===== config.mk =====
export PLATFORM = sky130hd
export DESIGN_NAME = cct_sequence_monitor_flat
export DESIGN_NICKNAME = d
export VERILOG_FILES = /design/src/rtl/cct_sequence_monitor_if.sv /design/src/rtl/cct_sequence_monitor.sv /design/src/flat_wrapper.sv
export SDC_FILE = /design/constraint.sdc
export NUM_CORES = 1
export LEC_CHECK = 0
export ABC_AREA = 0
export BUFFER_PORTS_ARGS = -buffer_cell sky130_fd_sc_hd__buf_2
export CAP_MARGIN = 25
export CORE_ASPECT_RATIO = 0.7
export CORE_UTILIZATION = 40
export CTS_CLUSTER_DIAMETER = 150
export CTS_CLUSTER_SIZE = 24
export DETAILED_ROUTE_END_ITERATION = 7
export GPL_ROUTABILITY_DRIVEN = 0
export GPL_TIMING_DRIVEN = 0
export SLEW_MARGIN = 20
export SYNTH_ARGS = -nofsm -noshare
export SYNTH_HDL_FRONTEND = slang
export SYNTH_SLANG_ARGS = --single-unit

===== constraint.sdc =====
create_clock -name clk -period 5.25 [get_ports clk]
set_input_delay 0.7875 -clock clk [delete_from_list [all_inputs] [get_ports clk]]
set_output_delay 0.7875 -clock clk [all_outputs]
set_load 0.01 [all_outputs]

===== src/rtl/cct_sequence_monitor_if.sv =====
// rtl/cct_sequence_monitor_if.sv - sample stream and status bundle for the sequence monitor
interface cct_sequence_monitor_if #(
  parameter int LAP_W = 8,
  parameter int ERR_W = 4
);
  logic [7:0]       seq_in;
  logic             locked;
  logic             err_pulse;
  logic [LAP_W-1:0] lap_count;
  logic [ERR_W-1:0] err_count;
  logic [7:0]       expected;

  modport master (
    output seq_in,
    input  locked, err_pulse, lap_count, err_count, expected
  );

  modport slave (
    input  seq_in,
    output locked, err_pulse, lap_count, err_count, expected
  );
endinterface


===== src/rtl/cct_sequence_monitor.sv =====
// rtl/cct_sequence_monitor.sv - on-line checker for the 8-state counter cycle 05,0A,14,28,50,A0,41,82
module cct_sequence_monitor #(
  parameter int LOCK_MATCHES = 3,
  parameter int LAP_W        = 8,
  parameter int ERR_W        = 4
) (
  input  logic                   clk,
  input  logic                   clear,
  cct_sequence_monitor_if.slave  mon
);

  localparam logic [1:0] S_HUNT   = 2'd0;
  localparam logic [1:0] S_VERIFY = 2'd1;
  localparam logic [1:0] S_LOCKED = 2'd2;

  localparam logic [7:0] V_FIRST  = 8'h05;
  localparam logic [7:0] V_SECOND = 8'h0A;
  localparam logic [7:0] V_LAST   = 8'h82;
  localparam logic [3:0] LOCK_CNT = 4'(LOCK_MATCHES);

  logic [1:0]       state;
  logic [3:0]       match_cnt;
  logic [7:0]       expected_q;
  logic             err_pulse_q;
  logic [LAP_W-1:0] lap_q;
  logic [ERR_W-1:0] err_q;
  logic [3:0]       next_cnt;
  logic             hit;

  function automatic logic [7:0] succ(input logic [7:0] v);
    case (v)
      8'h82:   succ = 8'h05;
      8'hA0:   succ = 8'h41;
      default: succ = {v[6:0], 1'b0};
    endcase
  endfunction

  // expected_q only ever holds in-cycle values while tracking, so stray values can never hit
  assign hit      = (mon.seq_in == expected_q);
  assign next_cnt = match_cnt + 4'd1;

  always_ff @(posedge clk) begin
    if (clear) begin
      state       <= S_HUNT;
      match_cnt   <= 4'd0;
      expected_q  <= 8'h00;
      err_pulse_q <= 1'b0;
      lap_q       <= '0;
      err_q       <= '0;
    end else begin
      err_pulse_q <= 1'b0;
      case (state)
        S_HUNT: begin
          if (mon.seq_in == V_FIRST) begin
            state      <= (LOCK_CNT == 4'd1) ? S_LOCKED : S_VERIFY;
            match_cnt  <= 4'd1;
            expected_q <= V_SECOND;
          end else begin
            expected_q <= 8'h00;
          end
        end
        S_VERIFY: begin
          if (hit) begin
            match_cnt  <= next_cnt;
            expected_q <= succ(mon.seq_in);
            if (next_cnt >= LOCK_CNT) state <= S_LOCKED;
          end else if (mon.seq_in == V_FIRST) begin
            match_cnt  <= 4'd1;
            expected_q <= V_SECOND;
          end else begin
            state      <= S_HUNT;
            match_cnt  <= 4'd0;
            expected_q <= 8'h00;
          end
        end
        S_LOCKED: begin
          if (hit) begin
            expected_q <= succ(mon.seq_in);
            if (mon.seq_in == V_LAST) lap_q <= lap_q + LAP_W'(1);
          end else begin
            err_pulse_q <= 1'b1;
            if (err_q != '1) err_q <= err_q + ERR_W'(1);
            // A 05 on the error sample is treated as the start of a fresh acquisition
            if (mon.seq_in == V_FIRST) begin
              state      <= S_VERIFY;
              match_cnt  <= 4'd1;
              expected_q <= V_SECOND;
            end else begin
              state      <= S_HUNT;
              match_cnt  <= 4'd0;
              expected_q <= 8'h00;
            end
          end
        end
        default: begin
          state      <= S_HUNT;
          match_cnt  <= 4'd0;
          expected_q <= 8'h00;
        end
      endcase
    end
  end

  assign mon.locked    = (state == S_LOCKED);
  assign mon.err_pulse = err_pulse_q;
  assign mon.lap_count = lap_q;
  assign mon.err_count = err_q;
  assign mon.expected  = expected_q;

endmodule

===== src/flat_wrapper.sv =====
// flat-port wrapper written by rule: the top's interface ports become plain ports
module cct_sequence_monitor_flat 
#(
  parameter int LOCK_MATCHES = 3,
  parameter int LAP_W        = 8,
  parameter int ERR_W        = 4
)
  (clk, clear, mon_seq_in, mon_locked, mon_err_pulse, mon_lap_count, mon_err_count, mon_expected);
  cct_sequence_monitor_if #(.LAP_W(LAP_W), .ERR_W(ERR_W)) mon_i ();
  input  logic clk;
  input  logic clear;
  input wire logic [$bits(mon_i.seq_in)-1:0] mon_seq_in;
  output wire logic [$bits(mon_i.locked)-1:0] mon_locked;
  output wire logic [$bits(mon_i.err_pulse)-1:0] mon_err_pulse;
  output wire logic [$bits(mon_i.lap_count)-1:0] mon_lap_count;
  output wire logic [$bits(mon_i.err_count)-1:0] mon_err_count;
  output wire logic [$bits(mon_i.expected)-1:0] mon_expected;
  assign mon_i.seq_in = mon_seq_in;
  assign mon_locked = mon_i.locked;
  assign mon_err_pulse = mon_i.err_pulse;
  assign mon_lap_count = mon_i.lap_count;
  assign mon_err_count = mon_i.err_count;
  assign mon_expected = mon_i.expected;
  cct_sequence_monitor #(.LOCK_MATCHES(LOCK_MATCHES), .LAP_W(LAP_W), .ERR_W(ERR_W)) u_core (.clk(clk), .clear(clear), .mon(mon_i));
endmodule

==> flow_summary.ini, run 1 <==
[status]
status = finished, final reports clean

[clocking]
hold_buffers = 0
numClockSinks = 27
cts.path.max_buffers = 2
cts_htree_levels = 1
cts_setup_buffers = 0
cts_repair_resize_count = 0
clk_latency_ns = 0.28
cts-root-buf = clkbuf_8
path_clk_slew_ns = 0.09
cts_tree = yes
cts_made_buffers = 3

[setup_path]
rrSetupSlack_ns = 2.96
r2r_cells = 7
endpoint_kind = flop
crit_type = primary input to flop
r2r-end = u_core.mon.lap_count[6]$_SDFFE_PP0P_
critPathLaunch = mon_seq_in[3]
required_ns = 5.41
setup.worst_path.start_class = primary input
worstSetupEndpoint = u_core.mon.lap_count[6]$_SDFFE_PP0P_
critical_path.max_fanout = 10
r2r-start = u_core.state[0]$_SDFFE_PP0P_
arrival_ns = 2.69

[route]
num_vias = 1285
wl_per_cell_um = 12.70
drtIter0Drc = 52
via_per_inst = 5.140
antenna_left = 0
firstDrtPassIters = 4
drc = 0
wirelength_um = 3174

[finish]
area.growth.synth_to_final_pct = 18.08
finalNetCount = 219
fillers = 346
n_antenna_cell = 0
drive_gt1_share_pct = 21.00

[die]
start_util_pct = 41.95
die_w_um = 74.56
die-area_mm2 = 0.003935
fp-row-count = 18
core_mm2 = 0.003513
io_pins = 32
die_h_um = 52.79

[timing]
slew_viol_final = 0
hold_violations = 0
finalSetupTns_ns = 0
skew_ns = 0.01262
layout_min_cycle_time_ns = 2.529
worst_hold_slack_ns = 0.5070
setup_viol = 0
rsz0062_at_grt = false
relSlewSlack_pct = 49.28
worst_slack_ns = 2.721
fin_crit_sh_pct = 48.18
tightest_slew_ns = 0.7538
max_freq_mhz = 395.4

[synth]
synthAdderAreaFrac_pct = 6.791
synth_compound_area_share_pct = 14.01
yosysWarnings = 0
ys_seq_area_share_pct = 36.67
synth-xor-area-share_pct = 7.555
synth_edf_count = 0
synth.area.mux_share_pct = 4.924
synth_top_cell_area_share_pct = 36.67
yosys.area_share.simple_pct = 26.23
ys_ff_latch = 27
syn-num-nets = 183
synth_cell_types = 43
synthCells = 165
async_flop_share_pct = 0
synth.most_common_cell = dfxtp_1
ys_dominant_reg_cell = dfxtp_1
avgSynthCellArea_um2 = 8.933
synth_top_family_by_area = simple AND/OR/NAND/NOR gates
syn_area_mm2 = 0.001474
synth_area_leaders = dfxtp_1, ha_1, xnor2_1, mux2i_1, nor2_1
synth_area_leader_cell = dfxtp_1
yosys-top-cells-count = dfxtp_1, nor2_1, nand2_1

[power_and_ir_drop]
power.leakage_nw = 0.7418
vdd_ir_drop_max_mv = 0.1329
p_per_area_mw_per_mm2 = 215.8

[hold_path]
hold_class = flop to flop
hold_depth = 2
hp-start = u_core.state[1]$_SDFFE_PP0P_

[flow_run]
cap_violations = 0

[placed_design]
dp_slack_ns = 2.442
port_buffers = 31
dp_hpwl_um = 2487

[global_route]
track_usage_pct = 17.13
grt_first_pass_wirelength_um = 4940
overflow = 0
grt_pass1_vias = 1104
grt_max_degree = 17
grt_antenna_before_repair = 0
## worst max-delay path: stages
cell	delay, ns
buf_2	0.12
nor3_1	0.49
nand4_1	0.15
or4_4	0.46
buf_6	0.16
nor3_1	0.18
mux2_1	0.34
## cell type report
class	instances	area, um^2	share of cell area [%]
inverter	10	37.54	2.157
timing repair buffer	31	155.1	8.914
tap	50	62.56	3.595
clock inverter	1	7.507	0.4313
buffer	3	18.77	1.078
multi-input combinational	125	877.1	50.40
sequential	27	540.5	31.06
clock buffer	3	41.29	2.372
## routing by layer
| layer | part of all wire [%] | vias to the layer above | routed length, um | GRT usage (%) |
|---|---|---|---|---|
| met5 | 0 | - | 0 | 0 |
| met4 | 0.22 | 0 | 7 | 3.774 |
| met3 | 5.2 | 2 | 166 | 5.577 |
| met2 | 42 | 28 | 1329 | 25.68 |
| met1 | 53 | 597 | 1671 | 23.64 |
| li1 | - | 658 | - | - |
## power breakdown
part	leakage [nW]	internal [W]	switching [W]
Combinational	0.503	0.0000175	0.0000253
Sequential	0.217	0.000207	0.00000288
Clock	0.0217	0.0000540	0.0000689
Total	0.742	0.000279	0.0000970
## how the worst min path moves through the flow
stage	endpoint	slack (ns)
floorplan	u_core.match_cnt[3]$_SDFFE_PP0P_	0.46
global placement	u_core.mon.lap_count[5]$_SDFFE_PP0P_	0.48
detailed placement	u_core.match_cnt[3]$_SDFFE_PP0P_	0.50
CTS	u_core.match_cnt[3]$_SDFFE_PP0P_	0.51
global route	u_core.match_cnt[3]$_SDFFE_PP0P_	0.54
finish	u_core.state[1]$_SDFFE_PP0P_	0.51
## metrics by stage
| step | cell area, um^2 | util [%] | total power [W] | std cells |
|---|---|---|---|---|
| 3_3_place_gp | 1692 | 48.15 | 0.0002566 | 246 |
| 2_1_floorplan | 1474 | - | 0.0002435 | 165 |
| 5_1_grt | 1740 | 49.54 | 0.0003971 | 250 |
| 4_1_cts | 1740 | 49.54 | 0.0003824 | 250 |
| 3_5_place_dp | 1692 | 48.15 | 0.0002573 | 246 |
| 6_report | 1740 | 49.54 | 0.0003757 | 250 |
## sequential cells by signal (all words and copies together) (netlist names)
name,flops
u_core.mon.err_pulse,1
u_core.mon.expected,8
u_core.match_cnt,4
u_core.mon.err_count,4
u_core.state,2
u_core.mon.lap_count,8
## logic make-up (layout without fill, tap and decap cells)
group	after synthesis	in the layout
xor gates and xnor gates	11	11
buffers and inverters	13	48
muxes	7	7
and+or+nand+nor	69	69
AOI/OAI and AO/OA	30	30
DFF	27	27
adders and majority gates	8	8
## placed cells by master, fill, tap and decap left out, drive strengths merged
| cell | count |
|---|---|
| or3 | 6 |
| a32o | 1 |
| ha | 8 |
| dfxtp | 27 |
| nand2 | 11 |
| mux2 | 2 |
| a21o | 1 |
| nor3b | 1 |
| nor2 | 13 |
| nor4b | 1 |
| and2 | 7 |
| a21boi | 3 |
| nor2b | 4 |
| nor4 | 2 |
| xor2 | 2 |
| mux2i | 5 |
| a311o | 1 |
| o221ai | 1 |
| o32ai | 1 |
| clkbuf | 5 |
| and3 | 2 |
| o31ai | 1 |
| or4 | 2 |
| a21oi | 7 |
| inv | 10 |
| nand4b | 1 |
| o211ai | 5 |
| nor3 | 6 |
| a21bo | 1 |
| nand4 | 3 |
| o211a | 1 |
| xnor2 | 9 |
| buf | 32 |
| a31oi | 1 |
| nand2b | 1 |
| clkinvlp | 1 |
| a211oi | 1 |
| nand3 | 9 |
| o21ai | 5 |
No activity file was read; power rests on OpenSTA's default activity.
==> inputs of run 2 (changes only) <==
==> constraint.sdc (replaced) <==
create_clock -name clk -period 2.2 [get_ports clk]
set_input_delay 0.33 -clock clk [delete_from_list [all_inputs] [get_ports clk]]
set_output_delay 0.33 -clock clk [all_outputs]
set_load 0.01 [all_outputs]
==> flow_summary.ini, run 2 (synthesis gave the netlist of run 1 again) <==
[timing]
slew_viol_final = 0
hold_violations = 0
setup_viol = 0
max_freq_mhz = 475.5
tightest_slew_ns = 0.7538
layout_min_cycle_time_ns = 2.103
relSlewSlack_pct = 49.28
skew_ns = 0.01302
fin_crit_sh_pct = 95.58

[setup_path]
slowest_delay_ns = 0.57
endpoint_kind = flop
arrival_ns = 2.27
critical_path.max_fanout = 10
setup.worst_path.start_class = flop
cp_cell_sequence = xnor2_2 -> nand4_4 -> or4_4 -> buf_6 -> nor3_1 -> mux2_1
required_ns = 2.36
crit_type = flop to flop
cp_top_family = simple AND/OR/NAND/NOR gates
rrSetupSlack_ns = 0.1
r2r-start = u_core.mon.expected[6]$_SDFF_PP0_
r2r-end = u_core.mon.lap_count[6]$_SDFFE_PP0P_
critPathSlowestCell = or4_4
path_buf_inv = 1
r2r_cells = 6

[die]
core_mm2 = 0.003513
io_pins = 32
start_util_pct = 41.95
fp-row-count = 18
die_w_um = 74.56
die-area_mm2 = 0.003935
die_h_um = 52.79

[power_and_ir_drop]
power.leakage_nw = 0.7603
power_switching_w = 0.0002350
internal-power_w = 0.0006673
clockPowerShare_pct = 32.6
p_comb_share_pct = 11.8
switching_share_pct = 26.04
p_per_area_mw_per_mm2 = 506.1
vdd_ir_drop_max_mv = 0.3175
total_power_w = 0.0009023
p_seq_share_pct = 55.6

[placed_design]
postPlaceCellArea_mm2 = 0.001692
port_buffers = 31
dp_hpwl_um = 2487

[hold_path]
hold_class = primary input to flop
hold_end = u_core.mon.expected[5]$_SDFF_PP0_
hp-start = mon_seq_in[4]
hold_depth = 2

[finish]
n_antenna_cell = 0
area.growth.synth_to_final_pct = 20.97
final_area_mm2 = 0.001783
drive_gt1_share_pct = 23.76
layout_common_cells = buf_2, dfxtp_1, nor2_1, nand2_1
finalNetCount = 221
fillers = 345
layout_commonest_cell = buf_2

[route]
wl_per_cell_um = 12.64
drtIter0Drc = 53
via_per_inst = 5.171
wirelength_um = 3186
antenna_left = 0
firstDrtPassIters = 4
drc = 0
num_vias = 1303

[global_route]
track_usage_pct = 17.30
grt_antenna_before_repair = 0
grt_max_degree = 17
grt_pass1_vias = 1117
grt_first_pass_wirelength_um = 4995
overflow = 0

[flow_run]
cap_violations = 0

[clocking]
cts_tree = yes
hold_buffers = 0
cts_made_buffers = 3
cts_htree_levels = 1
cts.path.max_buffers = 2
numClockSinks = 27
cts-root-buf = clkbuf_8
clk_latency_ns = 0.28
path_clk_slew_ns = 0.10

[status]
status = finished, final reports clean
[run 2: what timing repair did]
action                                 CTS  global route
cloned                                   0             0
setup buffers                            0             2
setup endpoints to repair                3             3
endpoints found under the hold margin    0             0
resized for setup                        3             2
pin swaps                                0             2
[run 2: final cells by class]
| cell class | instances | area (um^2) | share of cell area (%) |
|---|---|---|---|
| clock buffer | 3 | 41.29 | 2.316 |
| multi-input combinational | 125 | 904.6 | 50.74 |
| buffer | 3 | 18.77 | 1.053 |
| sequential | 27 | 540.5 | 30.32 |
| clock inverter | 1 | 7.507 | 0.4211 |
| timing repair buffer | 33 | 170.2 | 9.544 |
| inverter | 10 | 37.54 | 2.105 |
| tap | 50 | 62.56 | 3.509 |
[run 2: worst max-delay path by stage]
stage | startpoint | endpoint | cells after the start
finish | u_core.mon.expected[6]$_SDFF_PP0_ | u_core.mon.lap_count[6]$_SDFFE_PP0P_ | 6
global route | u_core.mon.expected[7]$_SDFF_PP0_ | u_core.mon.lap_count[6]$_SDFFE_PP0P_ | 6
CTS | u_core.mon.expected[7]$_SDFF_PP0_ | u_core.mon.lap_count[6]$_SDFFE_PP0P_ | 6
detailed placement | mon_seq_in[3] | u_core.mon.lap_count[6]$_SDFFE_PP0P_ | 7
global placement | mon_seq_in[3] | u_core.mon.lap_count[6]$_SDFFE_PP0P_ | 7
floorplan | u_core.state[0]$_SDFFE_PP0P_ | u_core.mon.lap_count[6]$_SDFFE_PP0P_ | 7
[run 2: per-stage QoR]
step             TNS [ns]  setup slack [ns]  util (%)  hold WS [ns]  instances
6_report                0           0.09715     50.75        0.2936        252
5_1_grt        -0.0001179        -0.0001179     50.75        0.2913        252
4_1_cts                 0           0.02557     50.11        0.2907        250
3_5_place_dp      -0.3889           -0.1501     48.15        0.4969        246
3_3_place_gp      -0.2094           -0.1026     48.15        0.4806        246
2_1_floorplan           0           0.09025         -        0.4517        165
[run 2: routing by layer]
layer | track usage (%) | vias to the layer above | routed length (um)
met1 | 23.79 | 609 | 1668
met3 | 5.577 | 2 | 170
li1 | - | 664 | -
met2 | 26.13 | 28 | 1340
met4 | 3.774 | 0 | 7
met5 | 0 | - | 0
[run 2: power groups by stage]
| stage | clock [W] | combinational, W | sequential (W) |
|---|---|---|---|
| after global placement | 0 | 0.0000998 | 0.000512 |
| after CTS | 0.000309 | 0.000105 | 0.000501 |
| after global routing | 0.000331 | 0.000120 | 0.000503 |
| after detailed placement | 0 | 0.000101 | 0.000512 |
| after floorplan | 0 | 0.0000700 | 0.000511 |
| final | 0.000294 | 0.000107 | 0.000502 |
==> inputs of run 3 (changes only) <==
--- a/config.mk
+++ b/config.mk
@@ -15,6 +15,7 @@
 export DETAILED_ROUTE_END_ITERATION = 7
 export GPL_ROUTABILITY_DRIVEN = 0
 export GPL_TIMING_DRIVEN = 0
+export REMOVE_ABC_BUFFERS = 1
 export SLEW_MARGIN = 20
 export SYNTH_ARGS = -nofsm -noshare
 export SYNTH_HDL_FRONTEND = slang
==> flow_summary.ini, run 3 (synthesis gave the netlist of run 1 again) <==
[status]
status = finished, final reports clean

[setup_path]
arrival_ns = 2.32
crit_type = flop to flop
setup.worst_path.start_class = flop
required_ns = 2.41
critical_path.max_fanout = 9
rrSetupSlack_ns = 0.09
endpoint_kind = flop
r2r_cells = 5

[global_route]
overflow = 0
grt_pass1_vias = 1147
grt_max_degree = 21
grt_antenna_before_repair = 0
track_usage_pct = 17.28
grt_first_pass_wirelength_um = 5154

[timing]
finalSetupTns_ns = 0
max_freq_mhz = 473.9
tightest_slew_ns = 0.7290
layout_min_cycle_time_ns = 2.110
skew_ns = 0.004355
relSlewSlack_pct = 51.25
hold_violations = 0
setup_viol = 0
fin_crit_sh_pct = 95.92
slew_viol_final = 0

[route]
wirelength_um = 3186
num_vias = 1306
firstDrtPassIters = 4
drtIter0Drc = 59
wl_per_cell_um = 12.85
drc = 0
antenna_left = 0
via_per_inst = 5.266

[placed_design]
dp_hpwl_um = 2431
dp_cells = 243
port_buffers = 31

[power_and_ir_drop]
power.leakage_nw = 0.7729
p_per_area_mw_per_mm2 = 499.1
vdd_ir_drop_max_mv = 0.3058

[die]
fp-row-count = 18
die-area_mm2 = 0.003935
die_h_um = 52.79
core_mm2 = 0.003513
start_util_pct = 41.95
die_w_um = 74.56
io_pins = 32

[finish]
drive_gt1_share_pct = 25.25
n_antenna_cell = 0
layout_commonest_cell = buf_2
fillers = 343
post_layout_nonfiller_instances = 248
layout_common_cells = buf_2, dfxtp_1, nor2_1, nand2_1, inv_1
finalNetCount = 217
area.growth.synth_to_final_pct = 22.24

[clocking]
cts.path.max_buffers = 2
cts_made_buffers = 3
cts_tree = yes
cts-root-buf = clkbuf_8
cts_htree_levels = 1
clk_latency_ns = 0.27
path_clk_slew_ns = 0.10
numClockSinks = 27

[hold_path]
hold_depth = 2
hold_class = primary input to flop

[flow_run]
cap_violations = 0
run 3: changes by cell type in the layout (fill, tap and decap cells not counted), sizes merged:
cell / before / now
buf: 34 / 32
clkbuf: 5 / 3
run 3: critical path: stages (launching register included):
cell and delay, ns:
dfxtp_1 0.33, xnor2_1 0.26, nand4_4 0.20, or4_4 0.59
or4_1 0.52, a21oi_1 0.14
run 3: layout make-up:
cell class | instances | area, um^2 | area share (%)
clock buffer | 3 | 41.29 | 2.292
clock inverter | 1 | 7.507 | 0.4167
inverter | 10 | 37.54 | 2.083
multi-input combinational | 125 | 948.4 | 52.64
sequential | 27 | 541.8 | 30.07
tap | 50 | 62.56 | 3.472
timing repair buffer | 32 | 162.7 | 9.028
run 3: where the power goes:
group          switching (W)  total (W)  leakage, nW  internal [W]
Combinational      0.0000654   0.000109        0.533     0.0000439
Clock               0.000160   0.000288       0.0217      0.000129
Sequential        0.00000734   0.000502        0.218      0.000494
run 3: final timing paths:
path                                              from                              endpoint
hold reg to reg   u_core.mon.lap_count[5]$_SDFFE_PP0P_  u_core.mon.lap_count[5]$_SDFFE_PP0P_
setup reg to reg     u_core.mon.expected[0]$_SDFF_PP0_  u_core.mon.lap_count[5]$_SDFFE_PP0P_
setup / recovery     u_core.mon.expected[0]$_SDFF_PP0_  u_core.mon.lap_count[5]$_SDFFE_PP0P_
hold / removal                           mon_seq_in[3]     u_core.mon.expected[4]$_SDFF_PP0_
run 3: metrics by stage:
stage | total power (W) | utilization, % | cell area (um^2) | setup slack (ns) | hold WS (ns)
6_report | 0.0008993 | 51.28 | 1802 | 0.08986 | 0.3264
3_5_place_dp | 0.0006135 | 47.61 | 1673 | -0.2448 | 0.4940
3_3_place_gp | 0.0006115 | 47.61 | 1673 | -0.2362 | 0.4820
4_1_cts | 0.0009013 | 49.75 | 1748 | 0.02384 | 0.2906
2_1_floorplan | 0.0005768 | - | 1455 | 0.05372 | 0.3991
5_1_grt | 0.0009349 | 51.28 | 1802 | -0.03364 | 0.3289
run 3: per-layer routing:
metal,vias to the layer above,GRT usage [%],part of all wire [%]
met5,-,0,0
met4,0,2.516,0.19
met3,2,4.038,3.9
met2,26,27.33,45
met1,627,24.22,51
li1,651,-,-
run 3: what timing repair did:
| item | 4_1_cts | 5_1_grt |
|---|---|---|
| pin swaps | 0 | 2 |
| hold buffers | 0 | 0 |
| setup endpoints to repair | 3 | 3 |
| buffers inserted | 0 | 1 |
| gates resized for setup | 4 | 7 |
